## src/rtl/fetch_queue.sv

```systemverilog
// Instruction fetch queue: issues word-aligned fetches under a credit limit,
// queues in-order responses with their addresses, flushes on INT/redirect and
// discards responses to requests that were in flight at the flush.
module fetch_queue #(
  parameter int unsigned DEPTH  = 4,
  parameter int unsigned MAXOUT = 2
) (
  input  logic        clk,
  input  logic        reset,
  input  logic [31:0] entryPoint,
  input  logic        INT,
  input  logic        redirect,
  input  logic [31:0] redirectPC,
  output logic        imReq,
  output logic [31:0] imAddr,
  input  logic        imReady,
  input  logic        imValid,
  input  logic [31:0] imData,
  output logic [31:0] ins,
  output logic [31:0] insPC,
  output logic        insValid,
  input  logic        insReady
);

  localparam int unsigned CW = $clog2(DEPTH + 1);
  localparam int unsigned PW = $clog2(DEPTH);

  typedef enum logic [1:0] {IDLE, RUN, DRAIN} state_e;

  state_e        state_q, state_d;
  logic [31:0]   pc_q, pc_d;
  logic [CW-1:0] count_q, count_d;
  logic [CW-1:0] out_q, out_d;
  logic [CW-1:0] drop_q, drop_d;
  logic [PW-1:0] rptr_q, rptr_d;
  logic [PW-1:0] wptr_q, wptr_d;
  logic          imReq_q, imReq_d;
  logic [31:0]   imAddr_q, imAddr_d;
  logic          insValid_q, insValid_d;
  logic [31:0]   ins_q, ins_d;
  logic [31:0]   insPC_q, insPC_d;

  logic [31:0]   data_mem_q [DEPTH];
  logic [31:0]   addr_mem_q [DEPTH];

  logic          issue, resp, pop, push, flush;
  logic [31:0]   target, push_addr;
  logic [CW:0]   credit_sum;

  // Next-state logic: credits, flush/drain control, queue pointers and registered outputs.
  always_comb begin
    issue      = imReq_q & imReady;
    resp       = imValid & (out_q != '0);
    pop        = insValid_q & insReady;
    flush      = INT | (redirect & (state_q != IDLE));
    target     = (INT ? entryPoint : redirectPC) & 32'hFFFF_FFFC;
    push       = resp & (state_q == RUN) & ~flush;
    // In RUN the outstanding requests are the last out_q words issued, so the
    // oldest one sits out_q words behind the PC.
    push_addr  = pc_q - (32'(out_q) << 2);

    state_d    = state_q;
    pc_d       = pc_q;
    count_d    = count_q;
    drop_d     = drop_q;
    rptr_d     = rptr_q;
    wptr_d     = wptr_q;
    out_d      = out_q + CW'(issue) - CW'(resp);

    if (flush) begin
      pc_d    = target;
      count_d = '0;
      rptr_d  = '0;
      wptr_d  = '0;
      drop_d  = out_d;
      state_d = (out_d == '0) ? RUN : DRAIN;
    end else begin
      if (issue) pc_d = pc_q + 32'd4;
      count_d = count_q + CW'(push) - CW'(pop);
      if (push) wptr_d = wptr_q + PW'(1);
      if (pop)  rptr_d = rptr_q + PW'(1);
      if (state_q == DRAIN) begin
        if (resp) drop_d = drop_q - CW'(1);
        if (drop_d == '0) state_d = RUN;
      end
    end

    credit_sum = (CW+1)'(count_d) + (CW+1)'(out_d);
    imReq_d    = (state_d == RUN) && (out_d < CW'(MAXOUT)) && (credit_sum < (CW+1)'(DEPTH));
    imAddr_d   = pc_d;
    insValid_d = (count_d != '0);

    // Head lookahead: a word written this cycle becomes the head if it lands at rptr_d.
    if (push && (wptr_q == rptr_d)) begin
      ins_d   = imData;
      insPC_d = push_addr;
    end else begin
      ins_d   = data_mem_q[rptr_d];
      insPC_d = addr_mem_q[rptr_d];
    end
  end

  // Control state and output registers.
  always_ff @(posedge clk or posedge reset) begin
    if (reset) begin
      state_q    <= IDLE;
      pc_q       <= '0;
      count_q    <= '0;
      out_q      <= '0;
      drop_q     <= '0;
      rptr_q     <= '0;
      wptr_q     <= '0;
      imReq_q    <= 1'b0;
      imAddr_q   <= '0;
      insValid_q <= 1'b0;
      ins_q      <= '0;
      insPC_q    <= '0;
    end else begin
      state_q    <= state_d;
      pc_q       <= pc_d;
      count_q    <= count_d;
      out_q      <= out_d;
      drop_q     <= drop_d;
      rptr_q     <= rptr_d;
      wptr_q     <= wptr_d;
      imReq_q    <= imReq_d;
      imAddr_q   <= imAddr_d;
      insValid_q <= insValid_d;
      ins_q      <= ins_d;
      insPC_q    <= insPC_d;
    end
  end

  // Queue storage: instruction word and its fetch address.
  always_ff @(posedge clk) begin
    if (push) begin
      data_mem_q[wptr_q] <= imData;
      addr_mem_q[wptr_q] <= push_addr;
    end
  end

  assign imReq    = imReq_q;
  assign imAddr   = imAddr_q;
  assign insValid = insValid_q;
  assign ins      = ins_q;
  assign insPC    = insPC_q;

endmodule

```

## config.mk

```make
export PLATFORM = sky130hd
export DESIGN_NAME = fetch_queue
export DESIGN_NICKNAME = d
export VERILOG_FILES = /design/src/rtl/fetch_queue.sv
export SDC_FILE = /design/constraint.sdc
export NUM_CORES = 1
export LEC_CHECK = 0
export ABC_AREA = 0
export CORE_MARGIN = 4
export CORE_UTILIZATION = 28
export CTS_CLUSTER_DIAMETER = 40
export DETAILED_ROUTE_END_ITERATION = 8
export PLACE_DENSITY = 0.57
export REMOVE_ABC_BUFFERS = 1
export SETUP_SLACK_MARGIN = 0.15
export SKIP_LAST_GASP = 1
export SLEW_MARGIN = 20
export SYNTH_ARGS = -nofsm -noshare
export SYNTH_HDL_FRONTEND = slang
export SYNTH_SLANG_ARGS = --single-unit
```

## constraint.sdc

```tcl
create_clock -name clk -period 3.1 [get_ports clk]
set_input_delay 0.31 -clock clk [delete_from_list [all_inputs] [get_ports clk]]
set_output_delay 0.31 -clock clk [all_outputs]
set_load 0.05 [all_outputs]
```

==> load_flow_metrics.sql, run 1 <==
INSERT INTO impl_metrics (metric_group, metric, value, unit) VALUES
('min_path', 'holdCritPathClass', 'input port to async pin', ''),
('floorplan', 'die_area', '0.05824', 'mm^2'),
('route', 'wl_per_instance', '20.33', 'um'),
('pwr', 'share_of_power_burned_in_combinational_logic', '21.6', '%'),
('critical_path', 'slowest_stage_cell_crit_path', 'fa_2', ''),
('route', 'route.met3.wl', '2849', 'um'),
('cells_and_area', 'mostFrequentLayoutCells', 'edfxtp_1, clkdlybuf4s50_1, dfrtp_1', ''),
('clocking', 'cts.path.max_buffers', '3', ''),
('route', 'drt-met1-wl', '18310', 'um'),
('yosys', 'seq_area_frac_synth', '66.75', '%'),
('pwr', 'power.net_switching', '4.911', 'mW'),
('placed_design', 'half_perimeter_wire_length_of_the_detailed_placement_result', '26180', 'um'),
('floorplan', 'die_height', '241.3', 'um'),
('timing', 'tightest_slew', '0.7983', 'ns'),
('global_routing', 'grt_start_max_net_pins', '63', ''),
('pwr', 'seq_power_share', '36.0', '%'),
('timing', 'final_hold_viol_count', '0', ''),
('timing', 'finalSetupViolations', '0', ''),
('critical_path', 'start_kind', 'flip-flop', ''),
('timing', 'fmax', '343.6', 'MHz'),
('clocking', 'clkLatencyLatePin', '0.61', 'ns'),
('route', 'first_pass_iters', '6', ''),
('timing', 'grt_setup_unrepaired', 'true', ''),
('critical_path', 'cp_data_arrival_time', '3.43', 'ns'),
('pwr', 'clock_power_share', '42.5', '%'),
('global_routing', 'via_count_of_the_first_global_routing_pass', '10550', ''),
('global_routing', 'remaining_global_route_overflow', '0', ''),
('run_status', 'run_status', 'completed', ''),
('pwr', 'peakVddDrop', '395.3', 'uV'),
('route', 'num_vias', '9915', ''),
('clocking', 'tritoncts', 'done', ''),
('floorplan', 'core.rowCount', '85', ''),
('route', 'detail_route.iter0.violations', '692', ''),
('flow_run', 'max_cap_viol_count', '0', ''),
('route', 'final_wl', '41870', 'um'),
('critical_path', 'timing_worst_setup_path_type', 'flip-flop to flip-flop', ''),
('timing', 'timing.hold.ws', '0.1946', 'ns'),
('cells_and_area', 'growth_of_design_area_from_synthesis_to_finish', '34.97', '%'),
('yosys', 'yosys_warnings', '0', ''),
('yosys', 'postSynthAreaPerCell', '14.44', 'um^2'),
('clocking', 'cts_buffers', '60', ''),
('yosys', 'synth.lib_cells_used.distinct', '64', ''),
('critical_path', 'timing.rr.start', 'state_q[1]$_DFF_PP0_', ''),
('yosys', 'synth_async_sr_flop_share', '30.53', '%'),
('cells_and_area', 'final_core_util', '38.23', '%'),
('clocking', 'post_cts_hold_buffer_count', '0', ''),
('cells_and_area', 'antenna_cells', '0', ''),
('clocking', 'clkSinkCount', '357', ''),
('global_routing', 'antenna_found_initial', '0', ''),
('yosys', 'postSynth.topFlopCell', 'edfxtp_1', ''),
('timing', 'maxSlewViolCount', '0', ''),
('critical_path', 'crit_path_max_incr_delay', '0.51', 'ns'),
('pwr', 'power_density', '785.3', 'mW/mm^2'),
('timing', 'final.period_utilization', '93.87', '%'),
('yosys', 'synth-edff-count', '248', ''),
('critical_path', 'cp-end-kind', 'flip-flop', ''),
('critical_path', 'crit_required', '3.62', 'ns'),
('timing', 'slew-limit-headroom', '46.78', '%'),
('cells_and_area', 'design.final.nets', '1432', ''),
('placed_design', 'finalWeightedCongestion', '0.7820', ''),
('timing', 'final.setup_skew', '0.02313', 'ns'),
('pwr', 'internal_power', '11.25', 'mW'),
('route', 'viasPerCell', '4.815', ''),
('route', 'drtAntennaViolNets', '0', ''),
('critical_path', 'timing.critical_path.cells', 'o21a_1, nor4_2, buf_4, inv_1, ha_1, inv_1, ha_1, fa_2, and3_1, ha_1, nand2_1, nand2_1, a211oi_2', ''),
('cells_and_area', 'layout_commonest_cell', 'edfxtp_1', ''),
('cells_and_area', 'finalNonFillerCells', '2059', ''),
('clocking', 'cts.reportedPaths.clkPinSlew', '0.05', 'ns'),
('critical_path', 'worstPathMaxFanout', '4', ''),
('timing', 'final_period_minus_worst_setup_slack', '2.910', 'ns'),
('critical_path', 'worst_setup_path_startpoint', 'state_q[1]$_DFF_PP0_', '');
## routing by layer
layer	vias up	track usage (%)
met5	-	0
li1	4568	-
met2	302	23.37
met1	4967	18.59
met4	0	4.017
met3	78	3.950
## per-stage QoR
stage                     setup WS [ns]  instance area (um^2)  total power [mW]
after floorplan                  -1.479                 14950             7.854
after global placement          -0.1417                 18360             9.298
after detailed placement        -0.1803                 18360             9.340
after CTS                        0.1559                 20500             16.32
after global routing            0.08745                 20570             16.86
final                            0.1900                 20570             16.16
## cells in the mapped netlist (7+ instances only)
cell type / number / share of area [%]
inv_1: 80 / 2.0
xnor2_1: 31 / 1.8
a211oi_1: 20 / 0.98
mux2i_1: 70 / 4.6
clkbuf_1: 46 / 1.1
a222oi_1: 57 / 3.7
nand3_1: 15 / 0.49
a31oi_1: 9 / 0.37
nor2b_1: 14 / 0.57
edfxtp_1: 248 / 49
and2_1: 10 / 0.41
nor3_1: 10 / 0.33
and3_1: 9 / 0.37
xor2_1: 21 / 1.2
nand4_1: 15 / 0.62
a21oi_1: 23 / 0.76
buf_2: 10 / 0.33
nor2_1: 19 / 0.47
dfrtp_1: 109 / 18
ha_1: 15 / 1.2
mux2_2: 59 / 4.4
o21ai_0: 18 / 0.59
nand2_1: 37 / 0.91
nor4_1: 11 / 0.45
nor3b_1: 7 / 0.34
or3_1: 10 / 0.41
## power groups by stage
stage	clock (mW)	combinational, mW	sequential (mW)
2_1_floorplan	0	1.22	6.63
3_3_place_gp	0	3.41	5.89
3_5_place_dp	0	3.44	5.90
4_1_cts	7.03	3.48	5.81
5_1_grt	7.26	3.75	5.85
6_report	6.86	3.48	5.81
## flip-flops by register name, indices dropped and copies added, names as in the netlist
| name | flops |
|---|---|
| drop_q | 3 |
| rptr_q | 2 |
| wptr_q | 2 |
| insPC | 30 |
| imAddr | 30 |
| data_mem_q | 128 |
| out_q | 3 |
| insValid | 1 |
| count_q | 3 |
| state_q | 2 |
| ins | 32 |
| imReq | 1 |
| addr_mem_q | 120 |
## area by class of cell
type / instances / area (um^2)
timing repair buffer: 257 / 2530
sequential: 357 / 10180
clock buffer: 67 / 1548
tap: 696 / 870.8
fill: 5118 / 33240
multi-input combinational: 555 / 4564
clock inverter: 47 / 579.3
inverter: 80 / 302.8
## critical path, delay by kind of cell, from the launching register on
family	cells	cell delay, ns
AOI/OAI and AO/OA	2	0.43
adders and majority gates	4	1.19
buffers and inverters	3	0.24
DFF	1	0.40
and+or+nand+nor	4	0.58
## cell families after synthesis
family	Yosys count	share of synthesized area (%)
AOI/OAI and AO/OA	169	8.799
xor gates and xnor gates	52	2.988
adders and majority gates	18	1.625
buffers and inverters	147	3.948
DFF	357	66.75
muxes	129	8.955
other	1	0.02460
and+or+nand+nor	183	6.911
## path summary, 6_finish.rpt
kind / to
max: imReq$_DFF_PP0_
min: insPC[3]$_DFF_PP0_
max reg2reg: imReq$_DFF_PP0_
min reg2reg: insPC[21]$_DFF_PP0_
max in group asynchronous: insPC[19]$_DFF_PP0_
min in group clk: imAddr[2]$_DFFE_PP0N_
## what timing repair did
action | 4_1_cts | 5_1_grt
buffers inserted | 2 | 4
endpoints found under the hold margin | 0 | 0
pin swaps | 4 | 7
endpoints found under the setup margin | 1 | 16
resized for setup | 2 | 7
Note: power is estimated with default switching activity, not from simulation.
==> inputs of run 2 (changes only) <==
--- a/config.mk
+++ b/config.mk
@@ -6,10 +6,13 @@
 export NUM_CORES = 1
 export LEC_CHECK = 0
 export ABC_AREA = 0
+export CORE_ASPECT_RATIO = 0.9
 export CORE_MARGIN = 4
 export CORE_UTILIZATION = 28
+export CTS_BUF_LIST = sky130_fd_sc_hd__clkbuf_4
 export CTS_CLUSTER_DIAMETER = 40
 export DETAILED_ROUTE_END_ITERATION = 8
+export GPL_ROUTABILITY_DRIVEN = 0
 export PLACE_DENSITY = 0.57
 export REMOVE_ABC_BUFFERS = 1
 export SETUP_SLACK_MARGIN = 0.15
==> run 2 against run 1 <==
Maximum frequency up 0.63%. Register-to-register slack better by 0.02 ns. Clock-buffer cell count up 70. Non-clock buffer count up 23. Via count up 3.7%. Clock skew up 0.029 ns. Global-route usage up 0.29 points. Die area about the same. Critical path depth down 1. Clock power down 41%. Critical path type unchanged.
==> load_flow_metrics.sql, run 2 (synthesis results as in run 1) <==
INSERT INTO impl_metrics (metric_group, metric, value, unit) VALUES
('pwr', 'power_density', '672.2', 'mW/mm^2'),
('global_routing', 'grt.busiest_layer', 'met2', ''),
('global_routing', 'first_pass_grt_wire_length', '64570', 'um'),
('global_routing', 'grt_use_total', '14.51', '%'),
('timing', 'tightest_slew', '1.130', 'ns'),
('critical_path', 'reg2reg_to', 'imReq$_DFF_PP0_', ''),
('cells_and_area', 'growth_of_design_area_from_synthesis_to_finish', '31.44', '%'),
('cells_and_area', 'layout_commonest_cell', 'edfxtp_1', ''),
('route', 'num_vias', '10280', ''),
('cells_and_area', 'layout-drive-gt1-share', '23.27', '%'),
('timing', 'grt_setup_unrepaired', 'true', ''),
('critical_path', 'worstPathMaxFanout', '4', ''),
('route', 'wl_per_instance', '20.20', 'um'),
('route', 'viasPerCell', '4.781', ''),
('min_path', 'timing.hold.worst_path_depth', '3', ''),
('route', 'first_pass_iters', '5', ''),
('clocking', 'clkSinkCount', '357', ''),
('critical_path', 'ff2ff_path_depth', '12', ''),
('floorplan', 'core_area', '0.05345', 'mm^2'),
('cells_and_area', 'mostFrequentLayoutCells', 'edfxtp_1, clkdlybuf4s50_1, clkbuf_4', ''),
('cells_and_area', 'final_core_util', '37.48', '%'),
('timing', 'final_period_minus_worst_setup_slack', '2.892', 'ns'),
('clocking', 'cts.reportedPaths.clkPinSlew', '0.07', 'ns'),
('timing', 'fmax', '345.8', 'MHz'),
('global_routing', 'antenna_found_initial', '4', ''),
('timing', 'slew-limit-headroom', '24.69', '%'),
('clocking', 'number_of_h_tree_levels', '3', ''),
('timing', 'final_hold_viol_count', '0', ''),
('clocking', 'cts_buffers', '96', ''),
('timing', 'finalSetupViolations', '0', ''),
('placed_design', 'numPortBuffers', '192', ''),
('critical_path', 'r2r_setup_slack', '0.21', 'ns'),
('run_status', 'run_status', 'completed', ''),
('global_routing', 'remaining_global_route_overflow', '0', ''),
('critical_path', 'cp-end-kind', 'flip-flop', ''),
('min_path', 'holdCritPathClass', 'input port to flip-flop', ''),
('timing', 'final.period_utilization', '93.28', '%'),
('critical_path', 'crit_required', '3.79', 'ns'),
('global_routing', 'global_route.usage.met2', '22.38', '%'),
('cells_and_area', 'largest_register', 'data_mem_q', ''),
('floorplan', 'floorplan.initialDensity', '28.52', '%'),
('critical_path', 'timing_worst_setup_path_type', 'flip-flop to flip-flop', ''),
('global_routing', 'via_count_of_the_first_global_routing_pass', '10690', ''),
('min_path', 'worst_hold_path.endpoint', 'ins[25]$_DFF_PP0_', ''),
('route', 'detail_route.iter0.violations', '763', ''),
('global_routing', 'met1_usage', '19.43', '%'),
('critical_path', 'timing.rr.start', 'out_q[1]$_DFF_PP0_', ''),
('route', 'final_wl', '43430', 'um'),
('global_routing', 'grt_start_max_net_pins', '63', ''),
('pwr', 'peakVddDrop', '345.4', 'uV'),
('route', 'drtAntennaViolNets', '0', ''),
('cells_and_area', 'design.final.nets', '1491', ''),
('clocking', 'cts.path.max_buffers', '3', ''),
('pwr', 'total_leakage_power', '7.847', 'nW'),
('min_path', 'min_from', 'imData[25]', ''),
('clocking', 'clkLatencyLatePin', '0.83', 'ns'),
('flow_run', 'max_cap_viol_count', '0', ''),
('floorplan', 'die_height', '229.4', 'um'),
('route', 'drc', '0', ''),
('global_routing', 'grt_use_met3', '5.082', '%'),
('placed_design', 'half_perimeter_wire_length_of_the_detailed_placement_result', '27470', 'um'),
('floorplan', 'chipWidth', '253.9', 'um'),
('floorplan', 'ioPinCount', '201', ''),
('clocking', 'tritoncts', 'done', ''),
('critical_path', 'start_kind', 'flip-flop', ''),
('timing', 'maxSlewViolCount', '0', ''),
('timing', 'final.setup_skew', '0.05261', 'ns'),
('clocking', 'clockRootBuffer', 'clkbuf_4', ''),
('floorplan', 'core.rowCount', '80', ''),
('floorplan', 'die_area', '0.05824', 'mm^2'),
('critical_path', 'cp_data_arrival_time', '3.58', 'ns'),
('cells_and_area', 'fillerInstances', '5185', ''),
('timing', 'timing.hold.ws', '0.1291', 'ns'),
('cells_and_area', 'largest_reg_flops', '128', '');
## run 2: cell count changes in the layout (fill, tap and decap cells not counted), sizes merged
cell / before / now
buf: 66 / 86
clkinv: 16 / 34
bufinv: 9 / 0
dlygate4sd3: 0 / 1
clkbuf: 67 / 139
diode: 0 / 5
inv: 91 / 81
clkinvlp: 11 / 4
## run 2: how the worst max path moves through the flow
stage | start | cells past startpoint | slack, ns | endpoint
after floorplan | rptr_q[1]$_DFF_PP0_ | 5 | -1.48 | insPC[10]$_DFF_PP0_
after global placement | redirect | 14 | -0.19 | imReq$_DFF_PP0_
after detailed placement | redirect | 14 | -0.21 | imReq$_DFF_PP0_
after CTS | out_q[0]$_DFF_PP0_ | 16 | 0.15 | insPC[21]$_DFF_PP0_
after global routing | state_q[1]$_DFF_PP0_ | 14 | 0.03 | imReq$_DFF_PP0_
final | out_q[1]$_DFF_PP0_ | 12 | 0.21 | imReq$_DFF_PP0_
## run 2: power by group
part	total (mW)	internal, mW	switching [mW]
combinational	3.63	1.35	2.29
sequential	5.79	5.58	0.211
clock	4.05	2.05	2.00
total	13.5	8.97	4.49
## run 2: critical path, stage by stage, from the launching register on
cell and delay [ns]:
dfrtp_1 0.41, o31ai_4 0.32, buf_4 0.18, inv_1 0.06
ha_1 0.27, inv_1 0.04, ha_1 0.18, fa_1 0.38
xnor2_1 0.24, ha_1 0.29, nor3_2 0.12, nand2_1 0.08
a211oi_2 0.23
## run 2: metal layers
layer	vias up	part of all wire, %
met5	-	0
met2	371	46
met1	5087	45
met4	0	1.8
li1	4750	-
met3	71	7.8
## run 2: repair_timing
action	4_1_cts	5_1_grt
gates resized for setup	3	19
buffers inserted	10	7
pin swaps	2	11
cloned	0	3
hold buffers	1	0
hold endpoints to repair	36	0
setup endpoints to repair	1	41
## run 2: final cells by class
type | count | area, um^2 | share of cell area [%]
clock buffer | 137 | 1028 | 5.133
multi-input combinational | 555 | 4613 | 23.02
tap | 697 | 872.1 | 4.353
clock inverter | 39 | 177.7 | 0.8868
antenna | 5 | 12.51 | 0.06245
sequential | 357 | 10180 | 50.80
timing repair buffer | 280 | 2850 | 14.23
inverter | 80 | 302.8 | 1.511
## run 2: metrics by stage
| stage | instance area (um^2) | worst slack, ns | power, mW | std cells | TNS [ns] |
|---|---|---|---|---|---|
| finish | 20040 | 0.2082 | 13.47 | 2150 | 0 |
| global route | 20040 | 0.03035 | 14.21 | 2150 | 0 |
| CTS | 19770 | 0.1543 | 13.52 | 2135 | 0 |
| detailed placement | 18470 | -0.2078 | 9.342 | 1948 | -0.2078 |
| global placement | 18470 | -0.1943 | 9.295 | 1948 | -0.1943 |
| floorplan | 14950 | -1.479 | 7.854 | 992 | -95.21 |
